File: src/rtl/gba_backup_mem.sv
// gba_backup_mem: GBA cartridge backup (SRAM / flash) emulation on top of SDRAM.
// Maps the 64KB backup window onto a 128KB SDRAM region and emulates the flash
// command set, bank switching, byte program and sector / chip erase.
// Optional build macro GBA_BACKUP_STATUS_EN: while an erase runs, reads are
// served between erase words and return the status byte 8'h00.
module gba_backup_mem #(
    parameter logic [8:0] SDRAM_BASE = 9'b1000_0001_0,
    parameter int         SDRAM_LAT  = 3,
    parameter logic [7:0] MFR_ID     = 8'h62,
    parameter logic [7:0] DEV_ID     = 8'h13,
    parameter int         SECTOR_HW  = 2048
) (
    input  logic        clk,
    input  logic        reset,
    input  logic        ce,
    input  logic [1:0]  backup_type,
    input  logic [16:0] addr,
    input  logic        valid,
    input  logic        write,
    input  logic [31:0] din,
    input  logic        setbank1,
    output logic        ready,
    output logic [7:0]  dout,
    output logic        busy,
    output logic        dirty,
    input  logic        clear_dirty,
    output logic        sdram_rd,
    output logic        sdram_wr,
    output logic [24:0] sdram_addr,
    output logic [15:0] sdram_d,
    input  logic [15:0] sdram_q,
    output logic [1:0]  sdram_ds
);

    typedef enum logic [2:0] {S_IDLE, S_WAIT, S_RESP, S_EWR, S_EWAIT} state_t;
    typedef enum logic [1:0] {CMD_IDLE, CMD_AA, CMD_55} cmd_t;
    typedef enum logic [2:0] {M_NORMAL, M_ID, M_ERASE, M_WRITE, M_BANK} mode_t;

    localparam logic [3:0] LAT_M1 = 4'(SDRAM_LAT - 1);

    state_t      state;
    cmd_t        cmd;
    mode_t       mode;
    logic        bank;
    logic [3:0]  lat;
    logic [15:0] count;
    logic [15:0] e_addr;
    logic        erase_active;
    logic        rd_op;
    logic        rd_sdram;
    logic        rd_hi;
    logic [7:0]  rd_val;

    logic [15:0] off;
    logic [7:0]  wbyte;
    logic [15:0] wr_d;
    logic [1:0]  wr_ds;
    logic [15:0] flash_hw;
    logic [15:0] sram_hw;
    logic [15:0] sec_start;
    logic [15:0] e_next;
    logic        chip_hit;
    logic        sector_hit;
    logic        erase_go;
    logic [15:0] er_start;
    logic [15:0] er_cnt;
    logic        unused_loader_bit;

    // addr[16] only matters to the loader path that lives outside this block
    assign unused_loader_bit = addr[16];

    assign off       = addr[15:0];
    assign wr_d      = addr[1] ? din[31:16] : din[15:0];
    assign wr_ds     = addr[0] ? 2'b10 : 2'b01;
    assign flash_hw  = {bank, off[15:1]};
    assign sram_hw   = {2'b00, off[14:1]};
    assign sec_start = {bank, off[15:1]} & ~16'(SECTOR_HW - 1);
    assign e_next    = e_addr + 16'd1;

    // Byte selection from the 32-bit CPU bus and erase command decoding
    always_comb begin
        case (addr[1:0])
            2'd0:    wbyte = din[7:0];
            2'd1:    wbyte = din[15:8];
            2'd2:    wbyte = din[23:16];
            default: wbyte = din[31:24];
        endcase
        chip_hit   = (off == 16'h5555) && (wbyte == 8'h10);
        sector_hit = (off[11:0] == 12'h000) && (wbyte == 8'h30);
        erase_go   = backup_type[1] && write && (mode == M_ERASE) && (cmd == CMD_55)
                     && (chip_hit || sector_hit);
        er_start   = chip_hit ? 16'h0000 : sec_start;
        er_cnt     = chip_hit ? (backup_type[0] ? 16'hFFFF : 16'h7FFF) : 16'(SECTOR_HW - 1);
    end

    // Access, flash command and erase sequencing with registered SDRAM requests
    always_ff @(posedge clk or posedge reset) begin
        if (reset) begin
            state        <= S_IDLE;
            cmd          <= CMD_IDLE;
            mode         <= M_NORMAL;
            bank         <= 1'b0;
            lat          <= 4'd0;
            count        <= 16'd0;
            e_addr       <= 16'd0;
            erase_active <= 1'b0;
            rd_op        <= 1'b0;
            rd_sdram     <= 1'b0;
            rd_hi        <= 1'b0;
            rd_val       <= 8'hFF;
            ready        <= 1'b0;
            busy         <= 1'b0;
            dirty        <= 1'b0;
            dout         <= 8'hFF;
            sdram_rd     <= 1'b0;
            sdram_wr     <= 1'b0;
            sdram_addr   <= 25'd0;
            sdram_d      <= 16'd0;
            sdram_ds     <= 2'b00;
        end else if (ce) begin
            sdram_rd <= 1'b0;
            sdram_wr <= 1'b0;
            ready    <= 1'b0;
            if (clear_dirty) dirty <= 1'b0;
            case (state)
                S_IDLE: begin
                    if (valid) begin
                        state    <= S_WAIT;
                        busy     <= 1'b1;
                        lat      <= LAT_M1;
                        ready    <= (SDRAM_LAT == 1);
                        rd_op    <= !write;
                        rd_sdram <= 1'b0;
                        rd_hi    <= addr[0];
                        rd_val   <= 8'hFF;
                        sdram_d  <= wr_d;
                        sdram_ds <= wr_ds;
                        if (setbank1 && write && off == 16'hFFFF) bank <= 1'b1;
`ifdef GBA_BACKUP_STATUS_EN
                        if (erase_active) rd_val <= 8'h00;
                        else
`endif
                        if (backup_type == 2'd1) begin
                            sdram_addr <= {SDRAM_BASE, sram_hw};
                            if (write) begin
                                sdram_wr <= 1'b1;
                                dirty    <= 1'b1;
                            end else begin
                                sdram_rd <= 1'b1;
                                rd_sdram <= 1'b1;
                            end
                        end else if (backup_type[1]) begin
                            if (!write) begin
                                if (mode == M_ID && off[15:1] == 15'd0) begin
                                    rd_val <= off[0] ? DEV_ID : MFR_ID;
                                end else begin
                                    sdram_addr <= {SDRAM_BASE, flash_hw};
                                    sdram_rd   <= 1'b1;
                                    rd_sdram   <= 1'b1;
                                end
                            end else if (mode == M_WRITE) begin
                                sdram_addr <= {SDRAM_BASE, flash_hw};
                                sdram_wr   <= 1'b1;
                                dirty      <= 1'b1;
                                mode       <= M_NORMAL;
                            end else if (mode == M_BANK && off == 16'h0000) begin
                                bank <= backup_type[0] & din[0];
                                mode <= M_NORMAL;
                            end else begin
                                case (cmd)
                                    CMD_IDLE: begin
                                        if (off == 16'h5555 && wbyte == 8'hAA) cmd <= CMD_AA;
                                        else if (wbyte == 8'hF0) mode <= M_NORMAL;
                                    end
                                    CMD_AA: begin
                                        if (off == 16'h2AAA && wbyte == 8'h55) cmd <= CMD_55;
                                        else cmd <= CMD_IDLE;
                                    end
                                    default: begin
                                        cmd <= CMD_IDLE;
                                        if (off == 16'h5555) begin
                                            case (wbyte)
                                                8'h90:   mode <= M_ID;
                                                8'hF0:   mode <= M_NORMAL;
                                                8'h80:   mode <= M_ERASE;
                                                8'hA0:   mode <= M_WRITE;
                                                8'hB0:   mode <= M_BANK;
                                                default: ;
                                            endcase
                                        end
                                        if (erase_go) begin
                                            state        <= S_EWR;
                                            ready        <= 1'b0;
                                            erase_active <= 1'b1;
                                            mode         <= M_NORMAL;
                                            dirty        <= 1'b1;
                                            e_addr       <= er_start;
                                            count        <= er_cnt;
                                            sdram_addr   <= {SDRAM_BASE, er_start};
                                            sdram_wr     <= 1'b1;
                                            sdram_d      <= 16'hFFFF;
                                            sdram_ds     <= 2'b11;
                                        end
                                    end
                                endcase
                            end
                        end
                    end
`ifdef GBA_BACKUP_STATUS_EN
                    else if (erase_active) begin
                        state      <= S_EWR;
                        busy       <= 1'b1;
                        sdram_addr <= {SDRAM_BASE, e_addr};
                        sdram_wr   <= 1'b1;
                        sdram_d    <= 16'hFFFF;
                        sdram_ds   <= 2'b11;
                    end
`endif
                end
                S_WAIT: begin
                    if (lat != 4'd0) begin
                        lat   <= lat - 4'd1;
                        ready <= (lat == 4'd1);
                    end else begin
                        state <= S_RESP;
                        busy  <= 1'b0;
                        if (rd_op) dout <= rd_sdram ? (rd_hi ? sdram_q[15:8] : sdram_q[7:0]) : rd_val;
                    end
                end
                S_RESP: state <= S_IDLE;
                S_EWR: begin
                    state <= S_EWAIT;
                    lat   <= LAT_M1;
                end
                S_EWAIT: begin
                    if (lat != 4'd0) begin
                        lat <= lat - 4'd1;
                    end else if (count == 16'd0) begin
                        erase_active <= 1'b0;
                        state        <= S_WAIT;
                        lat          <= 4'd0;
                        ready        <= 1'b1;
                        rd_op        <= 1'b0;
                    end else begin
                        count  <= count - 16'd1;
                        e_addr <= e_next;
`ifdef GBA_BACKUP_STATUS_EN
                        state  <= S_IDLE;
                        busy   <= 1'b0;
`else
                        state      <= S_EWR;
                        sdram_wr   <= 1'b1;
                        sdram_addr <= {SDRAM_BASE, e_next};
`endif
                    end
                end
                default: state <= S_IDLE;
            endcase
        end
    end

endmodule

File: config.mk
export PLATFORM = sky130hd
export DESIGN_NAME = gba_backup_mem
export DESIGN_NICKNAME = d
export VERILOG_FILES = /design/src/rtl/gba_backup_mem.sv
export SDC_FILE = /design/constraint.sdc
export NUM_CORES = 1
export LEC_CHECK = 0
export BUFFER_PORTS_ARGS = -buffer_cell sky130_fd_sc_hd__buf_2
export CAP_MARGIN = 20
export CELL_PAD_IN_SITES_DETAIL_PLACEMENT = 2
export CELL_PAD_IN_SITES_GLOBAL_PLACEMENT = 2
export CORE_MARGIN = 1
export CORE_UTILIZATION = 30
export DETAILED_ROUTE_END_ITERATION = 6
export PLACE_DENSITY_LB_ADDON = 0.1
export SLEW_MARGIN = 40
export SYNTH_ARGS = -nofsm -noshare
export SYNTH_HDL_FRONTEND = slang
export SYNTH_SLANG_ARGS = --single-unit
File: constraint.sdc
create_clock -name clk -period 3.05 [get_ports clk]
set_clock_uncertainty 0.05 [all_clocks]
set_input_delay 0.61 -clock clk [delete_from_list [all_inputs] [get_ports clk]]
set_output_delay 0.61 -clock clk [all_outputs]
set_load 0.03 [all_outputs]
======== After elaboration in Yosys (flattened, before gate mapping) ========
Cells that the tools add are included.
W data, S select, Z words.
storage, ports and cells
  register bits after elaboration ......... 112
  input bits .............................. 74
  logic and storage cells ................. 250
operators by class
  add/subtract/negate cells ............... 3
  equality and inequality tests ........... 48
  muxes and demuxes ....................... 136
  bitwise logic cells ..................... 5
  reduce and logical (&&, ||, !) cells .... 38
operators by type and width
  cell                     count
  $mux W16                 31
  $mux W25                 11
  $pmux W16 S2             2
  $pmux W25 S2             1
  $eq A8 B8 Y1 const B     6
  $mux W8                  6
  $mux W1                  43
  $mux W2                  18
  $logic_not A16 Y1        2
  $ne A2 B2 Y1 const B     14
  $mux W3                  9
  $pmux W8 S3              1
  $add A16 B1 Y16 const B  1
  $eq A16 B14 Y1 const B   1
  $eq A16 B15 Y1 const B   1
  $eq A16 B16 Y1 const B   1
  $mux W4                  4
  $pmux W4 S4              1
  $sub A16 B1 Y16 const B  1
  $logic_not A15 Y1        1
  $ne A5 B5 Y1 const B     3
  $pmux W3 S5              1
  $logic_and A1 B1 Y1      12
  $logic_not A12 Y1        1
  35 further kinds         58

======== Longest topological paths before layout ========
Gate-level depths: netlist of the first run.
  depth in word-level cells ............... 15
  mapped depth ............................ 10

======== Worst setup path before layout of the first run ========
OpenSTA, ideal clock, no wires.
  kind .................................... input to register
  start point ............................. input addr[0]
  end point ............................... register e_addr[1]
  arrival ................................. 3095 ps
  required time ........................... 2875 ps
  setup slack ............................. -220 ps
  stages .................................. 9
  path through ............................ buf_2 buf_4 mux4_2 nor4b_1 nor4b_4 o21a_1 buf_2 buf_6 mux2_2
on the way
  cells in the longest elaborated chain, start to end .. 8
  elaborated cells on any way between the ends .. 17
  those cells by class .................... 7 x eq/ne; 1 x mux; 9 x reduce/logical
RTL lines
  what                                           RTL line  source
  start, declared                                17        input logic [16:0] addr,
  $eq A2 B2 Y1, or another cell as far along     82        case (addr[1:0])
  $pmux W8 S3                                    82
  $eq A8 B5 Y1 or $eq A8 B6 Y1 (tied branches)   88, 89
  $logic_and A1 B1 Y1, on equally long branches  88, 89
  $logic_or A1 B1 Y1                             91        && (chip_hit || sector_hit);
  $logic_and A1 B1 Y1                            91
  $ne A2 B2 Y1 (no source line)                  -
  $reduce_and A12 Y1 (no source line) *          -
  end signal, assigned                           197       e_addr <= er_start;
  end signal, assigned                           246       e_addr <= e_next;
  end, declared                                  47        logic [15:0] e_addr;
Mark *: on every way between the ends. The rest lies on a longest branch, timed or not.
A chain may end at the register's enable or synchronous reset.

======== Worst setup path after layout of the first run ========
  start point ............................. input addr[0]
  end point ............................... register sdram_addr[11]
on the way
  cells in the longest elaborated chain, start to end .. 14
  elaborated cells on any way between the ends .. 27
  those cells by class .................... 7 x eq/ne; 11 x mux; 9 x reduce/logical
RTL lines
  what                                        RTL line  source
  $eq A2 B2 Y1, or another cell as far along  82
  $pmux W8 S3                                 82
  $eq A8 B5 Y1                                88        chip_hit = (off == 16'h5555) && (wbyte == 8'h10);
  $logic_and A1 B1 Y1                         88
  $mux W16                                    92        er_start = chip_hit ? 16'h0000 : sec_start;
  $mux W25                                    191       if (erase_go) begin
  $mux W25                                    170       case (cmd)
  $mux W25                                    166       end else if (mode == M_BANK && off == 16'h0000) begin
  $mux W25                                    161       end else if (mode == M_WRITE) begin
  $mux W25                                    153       if (!write) begin
  $mux W25                                    152       end else if (backup_type[1]) begin
  $mux W25                                    143       if (backup_type == 2'd1) begin
  $mux W25                                    127       if (valid) begin
  $pmux W25 S2                                125       case (state)
  end signal, assigned                        144       sdram_addr <= {SDRAM_BASE, sram_hw};
  end signal, assigned                        157       sdram_addr <= {SDRAM_BASE, flash_hw};
  end signal, assigned                        162       sdram_addr <= {SDRAM_BASE, flash_hw};
  end, declared                               29        output logic [24:0] sdram_addr,
Parallel ways exist; a longest one is shown, timed or not. The select of a mux whose other input is x is not followed.

==> flow_metrics.py, run 1 <==
metrics = {
    "run_status": {
        "outcome": "complete, no violations",
    },
    "clock_tree": {
        "clock_latency_ps": 350,
        "root_buffer": "clkbuf_16",
        "clock_sinks": 99,
        "cts_buffers": 9,
        "cts.clk_slew.worst_paths_ps": 70,
        "cts_resized": 0,
        "postCtsSetupBuffers": 0,
        "holdBufCountCts": 0,
        "clk_path_buf_depth": 2,
        "h-tree-depth": 3,
        "cts_tree": "done",
    },
    "sta": {
        "min_period_ps": 2817,
        "relSlewSlack": 0.5018,
        "fin_ws_ps": 232.6,
        "clock.fmax_ghz": 0.3549,
        "rsz0062_at_grt": "false",
        "tightestPinTransition_ps": 745.1,
        "slew_viol_final": 0,
        "setup_viol": 0,
        "tns_ps": 0,
        "hold_viol": 0,
        "fin_crit_sh": 0.9238,
    },
    "synthesis": {
        "synthArstFlopShare": 1.000,
        "synth_seq_cells": 99,
        "avgSynthCellArea_sq_um": 9.337,
        "synth_edf_count": 0,
        "syn_area_sq_um": 5994,
        "ys.flop_type": "dfrtp_1",
        "netlist_top_cells_area": "dfrtp_1 37%, mux2i_1 5.8%, dfstp_2 4.8%",
        "synth.distinct_cells": 61,
        "synth_top_cell_area_share": 0.3674,
        "yosysTopAreaCell": "dfrtp_1",
        "yosys_warnings": 0,
        "ys_seq_area_frac": 0.4156,
        "synthCells": 642,
    },
    "floorplanning": {
        "ios": 130,
        "start_util": 0.3070,
        "die_area_sq_um": 20550,
        "die_w_um": 143.4,
        "rows": 51,
        "core-area_sq_um": 19530,
        "fp.dieH_um": 143.4,
    },
    "drt": {
        "num_vias": 5553,
        "ant_nets": 0,
        "first_pass_iters": 4,
        "drcViolationCount": 0,
        "drt-wirelength-per-cell_um": 19.51,
        "wl_um": 20660,
        "drt-initial-drc-count": 207,
        "drt-vias-per-instance": 5.244,
    },
    "global_route": {
        "grt_pass1_wl_um": 33490,
        "grt_max_degree": 47,
        "first_global_vias": 6083,
        "track_usage": 0.2116,
        "gr-total-overflow": 0,
        "antenna_found_initial": 1,
    },
    "finish": {
        "final_common_cell": "buf_2",
        "syn_to_final_growth_pct": 26.15,
        "drive_gt1_frac": 0.2960,
        "final_nets": 868,
        "diodes": 0,
        "layout_common_cells": "121 x buf_2, 88 x dfrtp_1, 59 x nand2_1",
        "utilization": 0.3873,
    },
    "min_path": {
        "hold_path.class": "input pin to asynchronous set/reset pin",
    },
    "power": {
        "worst_ir_drop_vdd_v": 0.0003414,
        "p_per_area_nw_per_um2": 825.5,
        "p_leak_nw": 3.324,
    },
    "setup_path": {
        "required_ps": 3240,
        "critPathSlowestCell": "mux4_2",
        "startpoint_type": "input pin",
        "endpoint_kind": "register",
        "path_cells": "buf_2 > mux4_2 > nor4_4 > nand2_1 > o311a_1 > a211oi_4 > buf_12 > mux2_2",
        "criticalPathCategory": "input pin to register",
        "slowest_delay_ps": 580,
        "arrival_ps": 3010,
        "worstPathMaxFanout": 9,
    },
    "placed_design": {
        "dp_hpwl_um": 16290,
        "io_buffers": 121,
        "gp_congestion": 0.8600,
        "pre_cts_ws_ps": -186.6,
    },
    "job": {
        "maxCapViolCount": 0,
    },
}
==> path summary, 6_finish.rpt <==
kind,startpoint,endpoint,slack [ps],depth (start not counted)
setup / recovery,addr[0],sdram_addr[11]$_DFFE_PP0P_,230,8
hold reg to reg,dout[0]$_DFFE_PP1P_,dout[0]$_DFFE_PP1P_,430,2
max in group asynchronous,reset,e_addr[0]$_DFFE_PP0P_,2140,3
setup reg to reg,lat[0]$_DFFE_PP0P_,sdram_addr[11]$_DFFE_PP0P_,360,9
hold / removal,reset,ready$_DFFE_PP0P_,170,2
min in group clk,dout[0]$_DFFE_PP1P_,dout[0]$_DFFE_PP1P_,430,2
==> metal layers <==
metal / up-vias / routed length, um / track usage
met2: 79 / 10280 / 0.3679
met5: - / 12 / 0
li1: 2645 / - / -
met4: 2 / 295 / 0.05767
met3: 18 / 593 / 0.03066
met1: 2809 / 9473 / 0.2731
==> registers in the layout, indices dropped and copies added, names as in the netlist, 2 cells and up <==
name / count
sdram_d: 16
sdram_ds: 2
mode: 3
cmd: 2
lat: 4
e_addr: 16
state: 3
sdram_addr: 17
count: 16
dout: 8
rd_val: 3
==> cell families (layout without fill, tap and decap cells) <==
kind of cell,Yosys count,in the layout,synth area share
adder cells (fa/ha/maj),5,5,0.01044
flip-flops,99,99,0.4156
AO/OA/AOI/OAI,156,156,0.1672
AND/OR/NAND/NOR,231,231,0.2008
other,1,7,0.0006256
multiplexers,67,67,0.1336
XOR/XNOR,13,13,0.01899
buffers and inverters,70,216,0.05281
==> report_power, final <==
| group | internal, mW | switching, mW |
|---|---|---|
| Clock | 0.743 | 0.528 |
| Sequential | 1.81 | 0.412 |
| Combinational | 0.973 | 1.78 |
==> cells in the mapped netlist (7+ instances only) <==
master and n:
a21oi_1 26, a31oi_1 27, and3_1 7, buf_4 9, clkbuf_1 23, dfrtp_1 88
dfstp_2 11, inv_1 30, mux2_2 19, mux2i_1 35, mux4_2 8, nand2_1 59
nand2b_1 7, nand3_1 15, nand4_1 16, nor2_1 55, nor3_1 22, o21ai_0 44
o22ai_1 8, o31ai_1 9, or3_1 9, or4_1 7, xor2_1 9
==> metrics by stage <==
stage,hold WS (ps),power [mW],instance area [sq um],std cells
6_report,172.3,6.243,7562,1059
5_1_grt,170.7,6.672,7562,1059
4_1_cts,358.6,6.332,7535,1058
3_5_place_dp,427.3,5.038,7213,1042
3_3_place_gp,408.4,4.878,7213,1042
2_1_floorplan,416.5,4.035,6077,648
==> final cells by class <==
| class | instances | area [sq um] |
|---|---|---|
| clock buffers | 12 | 246.5 |
| clock inverters | 4 | 75.07 |
| fillers | 2237 | 11960 |
| inverters | 30 | 116.4 |
| multi-input cells | 479 | 3246 |
| flip-flops and latches | 99 | 2491 |
| well taps | 265 | 331.6 |
| repair buffers | 170 | 1056 |
==> worst max-delay path: cells and delay by family <==
family	cells	cell delay, ps
AOI/OAI and AO/OA	2	570
buffers and inverters	2	390
muxes	2	920
and+or+nand+nor	2	520
(Power assumes the default switching activity.)
==> run 2, diff against run 1 <==
CORE_UTILIZATION = 32   (was 30)
clock period = 3.6 ns   (was 3.05 ns; I/O delays follow)
==> run 2 against run 1 <==
The run now ends with design-rule violations left. Worst hold slack better by 200 ps. Power down 18%. Design area down 4.8%. Critical path depth unchanged. Worst setup slack better by 78 ps. Critical endpoint is now e_addr[8]$_DFFE_PP0P_.
==> flow_metrics.py, run 2 (synthesized netlist as in run 1, its figures left out) <==
metrics = {
    "run_status": {
        "outcome": "complete, but fails checks",
        "violations": "design-rule violations",
    },
    "placed_design": {
        "io_buffers": 121,
        "dp.cells": 978,
        "gp_congestion": 0.8480,
        "place_area_sq_um": 6904,
        "dp_hpwl_um": 15420,
    },
    "finish": {
        "drive_gt1_frac": 0.2680,
        "final_common_cell": "buf_2",
        "largest_reg_flops": 17,
        "final_nets": 839,
        "regMostFlops": "sdram_addr",
        "stdcell_area_sq_um": 7201,
        "final_cells": 995,
        "layout_common_cells": "121 x buf_2, 88 x dfrtp_1, 59 x nand2_1",
        "syn_to_final_growth_pct": 20.12,
    },
    "floorplanning": {
        "rows": 49,
        "ios": 130,
        "start_util": 0.3303,
        "core-area_sq_um": 18150,
        "die_area_sq_um": 19280,
        "fp.dieH_um": 138.9,
        "die_w_um": 138.9,
    },
    "power": {
        "totalPowerFinal_mw": 5.094,
        "p_leak_nw": 3.161,
        "worst_ir_drop_vdd_v": 0.0002356,
        "p_per_area_nw_per_um2": 707.4,
    },
    "min_path": {
        "hold_path.class": "input pin to asynchronous set/reset pin",
    },
    "setup_path": {
        "worstPathMaxFanout": 17,
        "endpoint_kind": "register",
        "arrival_ps": 3480,
        "startpoint_type": "input pin",
        "required_ps": 3790,
        "criticalPathCategory": "input pin to register",
    },
    "clock_tree": {
        "root_buffer": "clkbuf_16",
        "cts.clk_slew.worst_paths_ps": 70,
        "clock_latency_ps": 350,
        "clock_sinks": 99,
        "h-tree-depth": 3,
        "cts_resized": 0,
        "clk_path_buf_depth": 2,
        "holdBufCountCts": 0,
        "cts_buffers": 9,
        "cts_tree": "done",
        "postCtsSetupBuffers": 0,
    },
    "drt": {
        "first_pass_iters": 7,
        "drcViolationCount": 22,
        "drt-vias-per-instance": 5.524,
        "wl_um": 20350,
        "num_vias": 5496,
        "drt-initial-drc-count": 189,
        "drt-wirelength-per-cell_um": 20.45,
        "ant_nets": 0,
    },
    "sta": {
        "fin_crit_sh": 0.9138,
        "tns_ps": 0,
        "hold_viol": 0,
        "relSlewSlack": 0.4719,
        "setup_viol": 0,
        "clock.fmax_ghz": 0.3040,
        "slew_viol_final": 0,
        "rsz0062_at_grt": "false",
        "min_period_ps": 3290,
        "worst_hold_slack_ps": 377.1,
        "tightestPinTransition_ps": 789.3,
    },
    "job": {
        "maxCapViolCount": 0,
    },
    "global_route": {
        "first_global_vias": 6066,
        "grt_pass1_wl_um": 32820,
        "antenna_found_initial": 0,
        "track_usage": 0.2144,
        "grt_max_degree": 61,
        "gr-total-overflow": 0,
    },
}
## run 2: layer usage
metal	part of all wire	track usage	wire [um]
met5	0	0	0
met4	0.010	0.06257	212
met2	0.52	0.3868	10550
met3	0.026	0.02590	535
met1	0.44	0.2676	9046
## run 2: power breakdown
part | total [mW] | switching [mW] | internal, mW
clock network | 0.964 | 0.437 | 0.527
registers | 1.88 | 0.353 | 1.53
logic | 2.25 | 1.49 | 0.759
total | 5.09 | 2.28 | 2.82
## run 2: through the flow
step                  util  setup slack (ps)
floorplan                -             219.8
global placement    0.3800            -64.37
detailed placement  0.3804            -62.22
CTS                 0.3965             305.5
global route        0.3966             232.1
finish              0.3968             310.3
## run 2: area by class of cell
type	count	area (sq um)
Antenna cell	1	2.502
Tap cell	229	286.5
Inverter	30	117.6
Sequential cell	99	2491
Clock buffer	13	270.3
Clock inverter	3	21.27
Fill cell	2018	10950
Timing Repair Buffer	141	793.3
Multi-Input combinational cell	479	3218
## run 2: path summary, 6_finish.rpt
| path | start | to | slack (ps) | cells after the start |
|---|---|---|---|---|
| max reg2reg | cmd[1]$_DFFE_PP0P_ | e_addr[8]$_DFFE_PP0P_ | 730 | 7 |
| max in group asynchronous | reset | e_addr[4]$_DFFE_PP0P_ | 2480 | 3 |
| min | reset | ready$_DFFE_PP0P_ | 380 | 2 |
| min reg2reg | dout[6]$_DFFE_PP1P_ | dout[6]$_DFFE_PP1P_ | 440 | 2 |
| max | addr[0] | e_addr[8]$_DFFE_PP0P_ | 310 | 8 |
| min in group clk | dout[6]$_DFFE_PP1P_ | dout[6]$_DFFE_PP1P_ | 440 | 2 |
## run 2: critical path, stage by stage
cell and delay [ps]:
buf_2 200, buf_4 200, mux4_2 530, nor4b_1 600, nor4b_4 470, o21a_1 210, buf_12 170, mux2_2 350
